### config.mk
export PLATFORM = sky130hd
export DESIGN_NAME = logic_op_sequencer
export DESIGN_NICKNAME = d
export VERILOG_FILES = /design/src/rtl/logic_op_sequencer.sv
export SDC_FILE = /design/constraint.sdc
export NUM_CORES = 1
export LEC_CHECK = 0
export BUFFER_PORTS_ARGS = -buffer_cell sky130_fd_sc_hd__clkbuf_2
export CAP_MARGIN = 10
export CELL_PAD_IN_SITES_DETAIL_PLACEMENT = 1
export CELL_PAD_IN_SITES_GLOBAL_PLACEMENT = 2
export CORE_ASPECT_RATIO = 1.4
export CORE_MARGIN = 2
export CORE_UTILIZATION = 42
export DETAILED_ROUTE_END_ITERATION = 12
export PLACE_DENSITY = 0.84
export RECOVER_POWER = 100
export SLEW_MARGIN = 10
export SYNTH_ARGS = -nofsm -noshare
export SYNTH_HDL_FRONTEND = slang
export SYNTH_SLANG_ARGS = --single-unit
### constraint.sdc
create_clock -name clk -period 2.9 [get_ports clk]
set_input_delay 0.435 -clock clk [delete_from_list [all_inputs] [get_ports clk]]
set_output_delay 0.435 -clock clk [all_outputs]
set_load 0.02 [all_outputs]
### src/rtl/logic_op_sequencer.sv
// logic_op_sequencer: fetch/exec/write-back sequencer over an 8-entry regfile and a bitwise logic unit
module logic_op_sequencer #(
  parameter int w = 16,
  parameter int NREG = 8
) (
  input  logic         clk,
  input  logic         rst_n,
  input  logic         start,
  input  logic [1:0]   op,
  input  logic [2:0]   src1,
  input  logic [2:0]   src2,
  input  logic [2:0]   dst,
  input  logic         wr_en,
  input  logic [2:0]   wr_addr,
  input  logic [w-1:0] wr_data,
  input  logic [2:0]   rd_addr,
  output logic [w-1:0] rd_data,
  output logic [w-1:0] numar1,
  output logic [w-1:0] numar2,
  output logic [w-1:0] O,
  output logic         busy,
  output logic         done,
  output logic         wr_rej
);
  typedef enum logic [1:0] {IDLE, FETCH, EXEC, WB} state_t;
  state_t state, nxt;
  logic [1:0] op_q;
  logic [2:0] s1_q, s2_q, d_q;
  logic [w-1:0] rf [NREG];
  logic [w-1:0] res;
  assign rd_data = rf[rd_addr];
  // next state, busy flag and the logic unit result
  always_comb begin
    nxt = state;
    case (state)
      IDLE:    nxt = start ? FETCH : IDLE;
      FETCH:   nxt = EXEC;
      EXEC:    nxt = WB;
      default: nxt = IDLE;
    endcase
    busy = state != IDLE;
    res = op_q == 2'd0 ? numar1 | numar2 :
          op_q == 2'd1 ? numar1 & numar2 :
          op_q == 2'd2 ? numar1 ^ numar2 : ~numar1;
  end
  // state, captured command, operand/result latches and handshake pulses
  always_ff @(posedge clk or negedge rst_n) begin
    if (!rst_n) begin
      state <= IDLE;
      op_q <= '0;
      s1_q <= '0;
      s2_q <= '0;
      d_q <= '0;
      numar1 <= '0;
      numar2 <= '0;
      O <= '0;
      done <= 1'b0;
      wr_rej <= 1'b0;
    end else begin
      state <= nxt;
      done <= state == WB;
      wr_rej <= wr_en && state != IDLE;
      if (state == IDLE && start) {op_q, s1_q, s2_q, d_q} <= {op, src1, src2, dst};
      if (state == FETCH) begin
        numar1 <= rf[s1_q];
        numar2 <= rf[s2_q];
      end
      if (state == EXEC) O <= res;
    end
  end
  // regfile: external loads only while idle, write-back in WB never collides with them
  always_ff @(posedge clk or negedge rst_n) begin
    if (!rst_n) begin
      for (int i = 0; i < NREG; i++) rf[i] <= '0;
    end else begin
      if (state == IDLE && wr_en) rf[wr_addr] <= wr_data;
      if (state == WB) rf[d_q] <= O;
    end
  end
endmodule

After elaboration in Yosys (flattened, before gate mapping)
Cells that the tools add are included.
{"block": "word_totals", "regBits": 191, "inputBits": 37, "output_inout_bits": 67, "word_cells": 69}
{"block": "classes", "magnitude_cmp": 7, "n_eq_ne": 5, "n_mux": 22, "bitwise": 9, "n_reduce_logical": 8}
{"operator": "128-bit bitwise mux", "n": 2}
{"operator": "128-bit two-way mux", "n": 2}
{"operator": "16-bit two-way mux", "n": 11}
{"operator": "16-bit binary-select mux with 3-bit select", "n": 3}
{"operator": "16-bit demux with 3-bit select", "n": 2}
{"operator": "4-bit greater-or-equal comparator (second input constant)", "n": 5}
{"operator": "3-bit NOT with 4-bit output", "n": 5}
{"operator": "16-bit AND", "n": 1}
{"operator": "16-bit NOT", "n": 1}
{"operator": "16-bit bitwise OR", "n": 1}
{"operator": "16-bit XOR", "n": 1}
{"operator": "4-bit by 1-bit less-than comparator with 1-bit output (second input constant)", "n": 2}
{"operator": "2-bit equality test (second input constant)", "n": 3}
{"operator": "2-bit case mux with 3 select lines", "n": 1}
{"operator": "1-bit logical AND", "n": 5}
{"operator": "2-bit by 1-bit equality test with 1-bit output (second input constant)", "n": 2}
{"operator": "2-bit logical NOT", "n": 2}
{"operator": "2-bit nonzero test", "n": 1}
{"operator": "1-bit two-way mux", "n": 1}

Logic depth before layout (Yosys ltp)
Gate-level depths: netlist of the first run.
{"block": "depth", "word_depth": 9, "mapped_depth": 8, "mapped_depth_nobuf": 5}

Worst setup path before layout of the first run
OpenSTA, ideal clock, no wires.
{"block": "synth_path", "path_type": "in2out", "startpoint": "input rd_addr[1]", "endpoint": "output rd_data[13]", "t_arrival_ns": 1.539, "t_required_ns": 2.465, "slack_ns": 0.926, "cell_stages": 4, "n_path_buf": 2, "cell_sequence": "buf_2 > clkbuf_1 > mux4_2 > mux2_2"}
{"block": "synth_via", "elab_chain_cells": 4}
{"item": "from (decl)", "line_no": "16", "source": "input logic [2:0] rd_addr,"}
{"item": "3-bit NOT with 4-bit output (not written as such)", "line_no": "31", "source": "assign rd_data = rf[rd_addr];"}
{"item": "16-bit binary-select mux with 3-bit select", "line_no": "31"}
{"item": "16-bit two-way mux (not written as such) (2 in series)", "line_no": "31"}
{"item": "to (decl)", "line_no": "17", "source": "output logic [w-1:0] rd_data,"}
No other way between the ends. The select of a mux whose other input is x is not followed.

Worst setup path in the final report of the first run
{"block": "layout_path", "startpoint": "register rf[28] (netlist bit)", "endpoint": "output rd_data[12]"}
{"block": "layout_via", "elab_chain_cells": 3}
{"item": "from (decl)", "line_no": "29", "source": "logic [w-1:0] rf [NREG];"}
{"item": "from (signal, indexed assignment)", "line_no": "76", "source": "if (state == IDLE && wr_en) rf[wr_addr] <= wr_data;"}
{"item": "16-bit binary-select mux with 3-bit select", "line_no": "31"}
{"item": "16-bit two-way mux (not written as such) (2 in series)", "line_no": "31"}
No other way between the ends. The select of a mux whose other input is x is not followed.

==> results of run 1 <==
## layer usage
| layer | track usage | up-vias | routed length, µm |
|---|---|---|---|
| met2 | 0.544 | 549 | 25300 |
| met5 | 0 | - | 0 |
| met4 | 0.149 | 0 | 2340 |
| li1 | - | 5049 | - |
| met3 | 0.0479 | 128 | 3020 |
| met1 | 0.419 | 6221 | 21400 |
## synth_stat cells, types with 36 or more instances
| cell | n |
|---|---|
| dfrtp_1 | 191 |
| clkbuf_1 | 92 |
| nand3_1 | 161 |
| ha_1 | 36 |
| mux2_2 | 43 |
| nor2_1 | 163 |
| o21ai_0 | 128 |
| nor2b_1 | 37 |
| inv_1 | 51 |
| a31oi_1 | 128 |
| buf_2 | 43 |
| mux2i_1 | 97 |
## final cells by class
class	instances	area share
multi-input combinational	956	0.507
sequential	191	0.338
timing repair buffer	147	0.0610
clock buffer	23	0.0345
tap	390	0.0345
inverter	51	0.0135
clock inverter	9	0.0109
## metrics by stage
step	hold slack [ps]	worst slack, ps	utilization	instance area [µm²]	instances
3_5_place_dp	518	523	0.446	13600	1735
3_3_place_gp	503	577	0.446	13600	1735
5_1_grt	211	387	0.463	14100	1767
2_1_floorplan	139	926	-	12900	1372
4_1_cts	22.3	491	0.467	14300	1767
6_report	202	414	0.463	14100	1767
## kinds of logic (layout without fill, tap and decap cells)
kind of cell,Yosys count,after routing
mux,188,188
flops,191,191
compound gates,352,352
buf+inv,225,230
simple gates,380,380
fa+ha+maj,36,36
## registers in the layout (all words and copies together) (netlist names)
| name | count |
|---|---|
| rf | 128 |
| op_q | 2 |
| numar1 | 16 |
| state | 2 |
| numar2 | 16 |
| d_q | 3 |
| O | 16 |
| s2_q | 3 |
| wr_rej | 1 |
| s1_q | 3 |
| done | 1 |
## how the worst max path moves through the flow
stage                        to  cells past startpoint  startpoint
floorplan           rd_data[13]                      4  rd_addr[1]
global placement    rd_data[13]                      5  rd_addr[0]
detailed placement  rd_data[10]                      5  rd_addr[0]
CTS                 rd_data[12]                      3      rf[44]
global route        rd_data[12]                      3      rf[44]
finish              rd_data[12]                      3      rf[28]
## where the power goes
| part | leakage, nW | switching [mW] | internal [mW] |
|---|---|---|---|
| Clock | 0.310 | 1.12 | 1.54 |
| Sequential | 2.15 | 2.37 | 4.02 |
| Combinational | 3.29 | 4.81 | 3.83 |
==> out/metrics.cfg, run 1 <==
[status]
status=finished with violations
violations=max-capacitance violations, max-slew violations

[placed_design]
dpl.hpwl_mm=33.8
place.port_buffers=103
gp_congestion=0.872

[yosys]
synth_cells=1372
syn_area_per_cell_um2=9.42
ys_seq_area_frac=0.370
synth_top_family_by_area=multiplexers
synthFlopType=dfrtp_1
synth_edf_count=0
ys_seq_elements=191
yosys_warnings=0
ys_types=32
synth_area_um2=12900
yosysTopAreaCellShare=0.370
yosys.area_share.xor_xnor=0
synthAdderAreaFrac=0.0348
yosysTopAreaCell=dfrtp_1
ys_async_sr_fraction=1.00
synth_compound_area_frac=0.177
synthTopCellsByArea=dfrtp_1, mux2i_1, nand3_1
syn_nets=1445
synth.area.mux_share=0.203
yosys.area_share.simple=0.139

[min_path]
hold_start=dst[2]
whs_endpoint=d_q[2]
hold_path_depth=2
min_path_type=in -> reg

[timing]
clock_skew_ps=12.7
maxSlewViolCount=70
rsz0062_at_grt=no
fin_tns_setup_ps=0
clock.fmax_ghz=0.402
finalSetupViolCount=0
min_period_ps=2490
period_share=0.857
worstMarginPinSlew_ps=2070
hold_violations=0
slew_headroom=-0.382

[floorplan]
initial_core_util=0.423
fp-row-count=76
die_h_um=212
ios=104
core_area_um2=30500
die_width_um=152
die_area_um2=32200

[grt]
grt_pass1_vias=12200
track_usage=0.325
grt_overflow_total=0
grt_max_degree=72
grt_pass1_wl_mm=78.9
antenna_found_initial=1

[setup_path]
slowest_stage=mux4_1
reg2reg_slack_ps=590
cp_num_buf_inv=1
r2r_cells=5
crit_path_max_fanout=4
startpoint_type=register
r2r_start=state[1]
worstSetupPathType=reg -> out
cp_data_required_time_ps=2470
rr_endpoint=numar2[14]
crit_chain=mux4_1 > mux2_1 > clkbuf_2
cp_top_family=multiplexers
slowest_delay_ps=530
arrival_ps=2050
crit_path_end_kind=output pin

[clock_tree]
hold_buffers=0
htreeDepth=4
cts.clk_slew.worst_paths_ps=70
cts_buffer_depth=2
clockRootBuffer=clkbuf_16
cts_tree=built
cts_resized=0
postCtsSetupRepairBufs=0
clkSinkCount=191
clock_latency_ps=460
cts_buffers=17

[pwr]
ir_drop_mv=0.522
power.total_mw=17.7
power_density_nw_per_um2=1250
p_leak_nw=5.75

[final_layout]
syn2layout_area_growth_pct=9.42
fillerInstances=3480
layout.nets=1437
layout_common_cells=dfrtp_1, nor2_1, nand3_1
drive_gt1_frac=0.137
multiInputGateArea_um2=7170
n_antenna_cell=0
seq_area_um2=4790
layout_commonest_cell=dfrtp_1

[detailed_routing]
wl_per_cell_um=29.5
ant_nets=0
drc_errors=0
dr.pass1.iters=5
drt_iter0_markers=1093
num_vias=11900
viasPerCell=6.76
routed_wl_mm=52.1

[job]
maxCapViolCount=1

(Power assumes the default switching activity.)
==> run 2, diff against run 1 <==
CORE_UTILIZATION = 35   (was 42)
PLACE_DENSITY = not set   (was 0.84)
PLACE_DENSITY_LB_ADDON = 0.1   (was not set)
==> run 2 against run 1 <==
  * The run still ends with max-capacitance violations, max-slew violations left
  * Via count decreased by 3.1%
  * Hold slack got worse by 4.2 ps
  * Final area increased by 1.3%
  * Die area increased by 20%
  * Count of clock-buffer cells in the layout decreased by 3
  * Critical path type is now reg -> reg
==> out/metrics.cfg, run 2 (synthesized netlist as in run 1, its figures left out) <==
[detailed_routing]
drc_errors=0  ; unchanged
num_vias=11600  ; -3.1%
routed_wl_mm=55.3  ; +6.0%
drt_iter0_markers=914  ; -16%
viasPerCell=6.25  ; -7.6%
dr.pass1.iters=5  ; unchanged
wl_per_cell_um=29.8  ; +1.1%
ant_nets=0  ; unchanged

[floorplan]
fp-row-count=83  ; +9.2%
core_area_um2=36600  ; +20%
initial_core_util=0.354  ; -0.0699
die_h_um=231  ; +9.4%
die_width_um=166  ; +9.3%
die_area_um2=38500  ; +20%
ios=104  ; unchanged

[setup_path]
slowest_delay_ps=950  ; +420 ps
slowest_stage=dfrtp_2
worstSetupPathType=reg -> reg
crit_path_max_fanout=33  ; +29
cp_data_required_time_ps=3250  ; +780 ps
arrival_ps=2890  ; +840 ps
startpoint_type=register
crit_path_end_kind=register
crit_chain=clkbuf_2 > mux2i_1 > a22oi_1 > a41o_1

[timing]
clock_skew_ps=13.6  ; +0.854 ps
min_period_ps=2540  ; +57.8 ps
rsz0062_at_grt=no
fin_ws_ps=356  ; -57.8 ps
hold_violations=0  ; unchanged
finalSetupViolCount=0  ; unchanged
worstMarginPinSlew_ps=2110  ; +35.2 ps
clock.fmax_ghz=0.393  ; -2.3%
fin_tns_setup_ps=0  ; unchanged
maxSlewViolCount=70  ; unchanged
slew_headroom=-0.405  ; -0.0234
period_share=0.877  ; +0.0199

[clock_tree]
clkSinkCount=191  ; unchanged
clockRootBuffer=clkbuf_16
hold_buffers=0  ; unchanged
cts_buffers=17  ; unchanged
cts_buffer_depth=2  ; unchanged
cts.clk_slew.worst_paths_ps=80  ; about the same
htreeDepth=4  ; unchanged
clock_latency_ps=460  ; about the same
cts_tree=built
postCtsSetupRepairBufs=0  ; unchanged
cts_resized=0  ; unchanged

[final_layout]
drive_gt1_frac=0.137  ; about the same
layout_commonest_cell=dfrtp_1
layout_common_cells=dfrtp_1, nor2_1, nand3_1
largest_register_ffs=128  ; unchanged
layout.nets=1444  ; +0.49%
fillerInstances=4164  ; +20%
syn2layout_area_growth_pct=10.8
final_util=0.392  ; -0.0715
top_register=rf

[placed_design]
place.port_buffers=103  ; unchanged
dpl.hpwl_mm=36.2  ; +7.2%
dp_slack_ps=510  ; -13.1 ps
gp_congestion=0.827  ; -5.1%

[pwr]
power_density_nw_per_um2=1250  ; -0.15%
p_leak_nw=5.78  ; +0.56%
power.total_mw=17.9  ; +1.1%
ir_drop_mv=0.770  ; +47%

[status]
violations=max-capacitance violations, max-slew violations
status=finished with violations

[grt]
grt_overflow_total=0  ; unchanged
grt_pass1_vias=11900  ; -2.5%
track_usage=0.288  ; -0.0378
grt_pass1_wl_mm=82.3  ; +4.4%
grt_max_degree=72  ; unchanged
antenna_found_initial=7  ; +6

[job]
maxCapViolCount=1  ; unchanged

[min_path]
min_path_type=in -> reg

==> run 2: power by group <==
group / internal, mW / total (mW) / switching (mW) / leakage [nW]
Sequential: 4.02 / 6.31 / 2.30 / 2.15
Combinational: 3.86 / 8.86 / 5.00 / 3.32
Clock: 1.56 / 2.72 / 1.16 / 0.315
==> run 2: path summary, 6_finish.rpt <==
| kind | start | to | slack, ps | cells past startpoint |
|---|---|---|---|---|
| min | dst[2] | d_q[2] | 200 | 2 |
| max | s1_q[0] | numar1[0] | 360 | 4 |
| min in group asynchronous | rst_n | rf[63] | 570 | 1 |
| max in group asynchronous | rst_n | rf[72] | 650 | 2 |
| max reg2reg | s1_q[0] | numar1[0] | 360 | 4 |
| min reg2reg | state[0] | state[0] | 530 | 1 |
==> run 2: area by class of cell <==
| type | instances | area (µm²) | share of cell area |
|---|---|---|---|
| sequential | 191 | 4780 | 0.334 |
| timing repair buffer | 154 | 927 | 0.0647 |
| antenna | 2 | 5.00 | 0.000349 |
| clock buffer | 20 | 447 | 0.0312 |
| clock inverter | 12 | 206 | 0.0144 |
| multi-input combinational | 956 | 7180 | 0.501 |
| inverter | 51 | 191 | 0.0134 |
| tap | 467 | 584 | 0.0408 |
==> run 2: critical path: cells and delay by family (launching register included) <==
| kind | cells | cell delay, ps |
|---|---|---|
| AO/OA/AOI/OAI | 2 | 400 |
| buffers and inverters | 1 | 780 |
| flip-flops | 1 | 950 |
| multiplexers | 1 | 290 |
==> run 2: routing by layer <==
layer  part of all wire  up-vias  track usage
met4              0.020        4       0.0808
li1                   -     5064            -
met2               0.49      315        0.485
met5            0.00049        -            0
met1               0.45     6129        0.392
met3              0.039       62       0.0318
==> run 2: metrics by stage <==
stage	cells	cell area, µm²	hold WS [ps]
floorplan	1372	12900	139
global placement	1819	13800	504
finish	1853	14300	198
detailed placement	1819	13800	517
global route	1852	14300	195
CTS	1851	14500	16.7
==> run 3, diff against run 2 <==
CORE_UTILIZATION = 42   (was 35)
PLACE_DENSITY = 0.94   (was not set)
PLACE_DENSITY_LB_ADDON = not set   (was 0.1)
==> run 3 against run 2 <==
  * The flow still finishes with violations (max-capacitance violations, max-slew violations)
  * Non-clock buffer count shrank 5
  * Sequential share of layout area grew 0.31 points
  * Sequential power grew 1%
  * Clock power grew 3%
  * Die area shrank 16%
==> out/metrics.cfg, run 3 (synthesized netlist as in run 1, its figures left out) <==
[timing]
finalSetupViolCount=0  ; unchanged
clock.fmax_ghz=0.393  ; about the same
period_share=0.877  ; about the same
clock_skew_ps=13.4  ; -0.155 ps
worstMarginPinSlew_ps=1750  ; -362 ps
maxSlewViolCount=61  ; -13%
hold_violations=0  ; unchanged
slew_headroom=-0.164  ; +0.241
rsz0062_at_grt=no
fin_tns_setup_ps=0  ; unchanged
min_period_ps=2540  ; -0.179 ps

[clock_tree]
cts_buffer_depth=2  ; unchanged
clockRootBuffer=clkbuf_16
htreeDepth=4  ; unchanged
postCtsSetupRepairBufs=0  ; unchanged
cts.clk_slew.worst_paths_ps=70  ; about the same
clkSinkCount=191  ; unchanged
cts_tree=built
clock_latency_ps=470  ; about the same
cts_buffers=17  ; unchanged

[grt]
grt_pass1_vias=12600  ; +6.0%
track_usage=0.313  ; +0.0254
grt_max_degree=80  ; +11%
antenna_found_initial=5  ; -2
grt_overflow_total=0  ; unchanged
grt_pass1_wl_mm=76.6  ; -6.9%

[final_layout]
fillerInstances=3481  ; -16%
syn2layout_area_growth_pct=9.82
top_register=rf
seq_area_um2=4780  ; unchanged
layout_commonest_cell=dfrtp_1
stdcell_count=1771  ; -4.4%
layout.nets=1439  ; -0.35%
layout_common_cells=dfrtp_1, nor2_1, nand3_1
largest_register_ffs=128  ; unchanged
drive_gt1_frac=0.136  ; -0.000953
multiInputGateArea_um2=7170  ; about the same

[pwr]
internal_power_mw=9.53  ; +1.0%
power.total_mw=17.7  ; -0.84%
power_density_nw_per_um2=1250  ; about the same
power_frac_comb=0.483  ; -0.012
seqPwrFrac=0.359  ; +0.006
clkPwrFrac=0.157  ; +0.005
switching_power_mw=8.21  ; -2.9%
ir_drop_mv=0.427  ; -44%
p_leak_nw=5.77  ; -0.31%
switching_share=0.463  ; -0.00985

[setup_path]
cp_num_buf_inv=2  ; +1
slowest_stage=and3b_1
startpoint_type=register
crit_chain=inv_1 > ha_1 > and3b_1 > buf_12 > nand3_1 > a31oi_1
cp_data_required_time_ps=3280  ; +30 ps
worstSetupPathType=reg -> reg
crit_path_max_fanout=33  ; unchanged
reg2reg_slack_ps=360  ; about the same
slowest_delay_ps=970  ; +20 ps
crit_path_end_kind=register
cp_top_family=simple AND/OR/NAND/NOR gates
arrival_ps=2920  ; +30 ps

[detailed_routing]
dr.pass1.iters=7  ; +2
num_vias=12000  ; +3.6%
routed_wl_mm=50.3  ; -8.9%
ant_nets=0  ; unchanged
viasPerCell=6.77  ; +8.4%
wl_per_cell_um=28.4  ; -4.7%
drc_errors=0  ; unchanged
drt_iter0_markers=1149  ; +26%

[floorplan]
die_h_um=212  ; -8.6%
die_area_um2=32200  ; -16%
ios=104  ; unchanged
fp-row-count=76  ; -8.4%
initial_core_util=0.423  ; +0.0699
die_width_um=152  ; -8.5%
core_area_um2=30500  ; -16%

[status]
status=finished with violations
violations=max-capacitance violations, max-slew violations

[placed_design]
gp_congestion=0.896  ; +8.3%
dpl.hpwl_mm=32.1  ; -11%
dp.cells=1736  ; -4.6%
place.port_buffers=103  ; unchanged

[job]
maxCapViolCount=1  ; unchanged

[min_path]
min_path_type=in -> reg

[run 3: cell count changes in the layout (fill, tap and decap cells not counted), moves of 2 or more]
cell,previous run,this run
buf_12,11,8
clkbuf_1,71,68
buf_4,30,33
inv_6,2,0
clkinv_4,3,1
clkbuf_2,43,41
mux2_1,4,2
clkbuf_8,1,3
mux2_2,39,41
[run 3: path summary, 6_finish.rpt]
path / from / end / cells past startpoint
max: state[1] / rf[35] / 6
min: dst[0] / d_q[0] / 2
max reg2reg: state[1] / rf[35] / 6
min reg2reg: state[0] / state[0] / 1
max in group asynchronous: rst_n / s1_q[0] / 2
min in group asynchronous: rst_n / rf[61] / 2
[run 3: metal layers]
metal / vias to the layer above / part of all wire / global-route usage
met2: 610 / 0.48 / 0.518
met4: 6 / 0.056 / 0.179
li1: 5042 / - / -
met5: - / 0.00074 / 0
met1: 6159 / 0.39 / 0.386
met3: 171 / 0.076 / 0.0567
[run 3: power by group through the flow]
stage / combinational, mW / sequential (mW) / clock, mW
floorplan: 6.34 / 5.33 / 0
global placement: 8.22 / 6.22 / 0
detailed placement: 8.60 / 6.33 / 0
CTS: 8.67 / 6.28 / 2.81
global route: 9.23 / 6.53 / 2.91
finish: 8.58 / 6.38 / 2.79
[run 3: worst reg2reg max path, delay by kind of cell (launching register included)]
kind	cells	cell delay, ps
DFF	1	400
adders and majority gates	1	300
AOI/OAI and AO/OA	1	200
buffers and inverters	2	430
and+or+nand+nor	2	1120
[run 3: layout make-up]
type	count	area share
Clock buffer	22	0.0334
Multi-Input combinational cell	956	0.505
Inverter	51	0.0135
Tap cell	390	0.0344
Clock inverter	10	0.0145
Antenna cell	2	0.000353
Timing Repair Buffer	149	0.0614
Sequential cell	191	0.337
[run 3: repair_timing]
item / in CTS / in global routing
hold buffers: 1 / 0
hold endpoints to repair: 59 / 0
gates resized for setup: 0 / 0
[run 3: through the flow]
step | instance area [µm²] | worst slack [ps] | utilization | hold slack, ps
global placement | 13600 | 560 | 0.446 | 475
CTS | 14300 | 469 | 0.468 | 192
global route | 14200 | 231 | 0.465 | 201
floorplan | 12900 | 926 | - | 139
detailed placement | 13600 | 509 | 0.446 | 473
finish | 14200 | 356 | 0.465 | 202
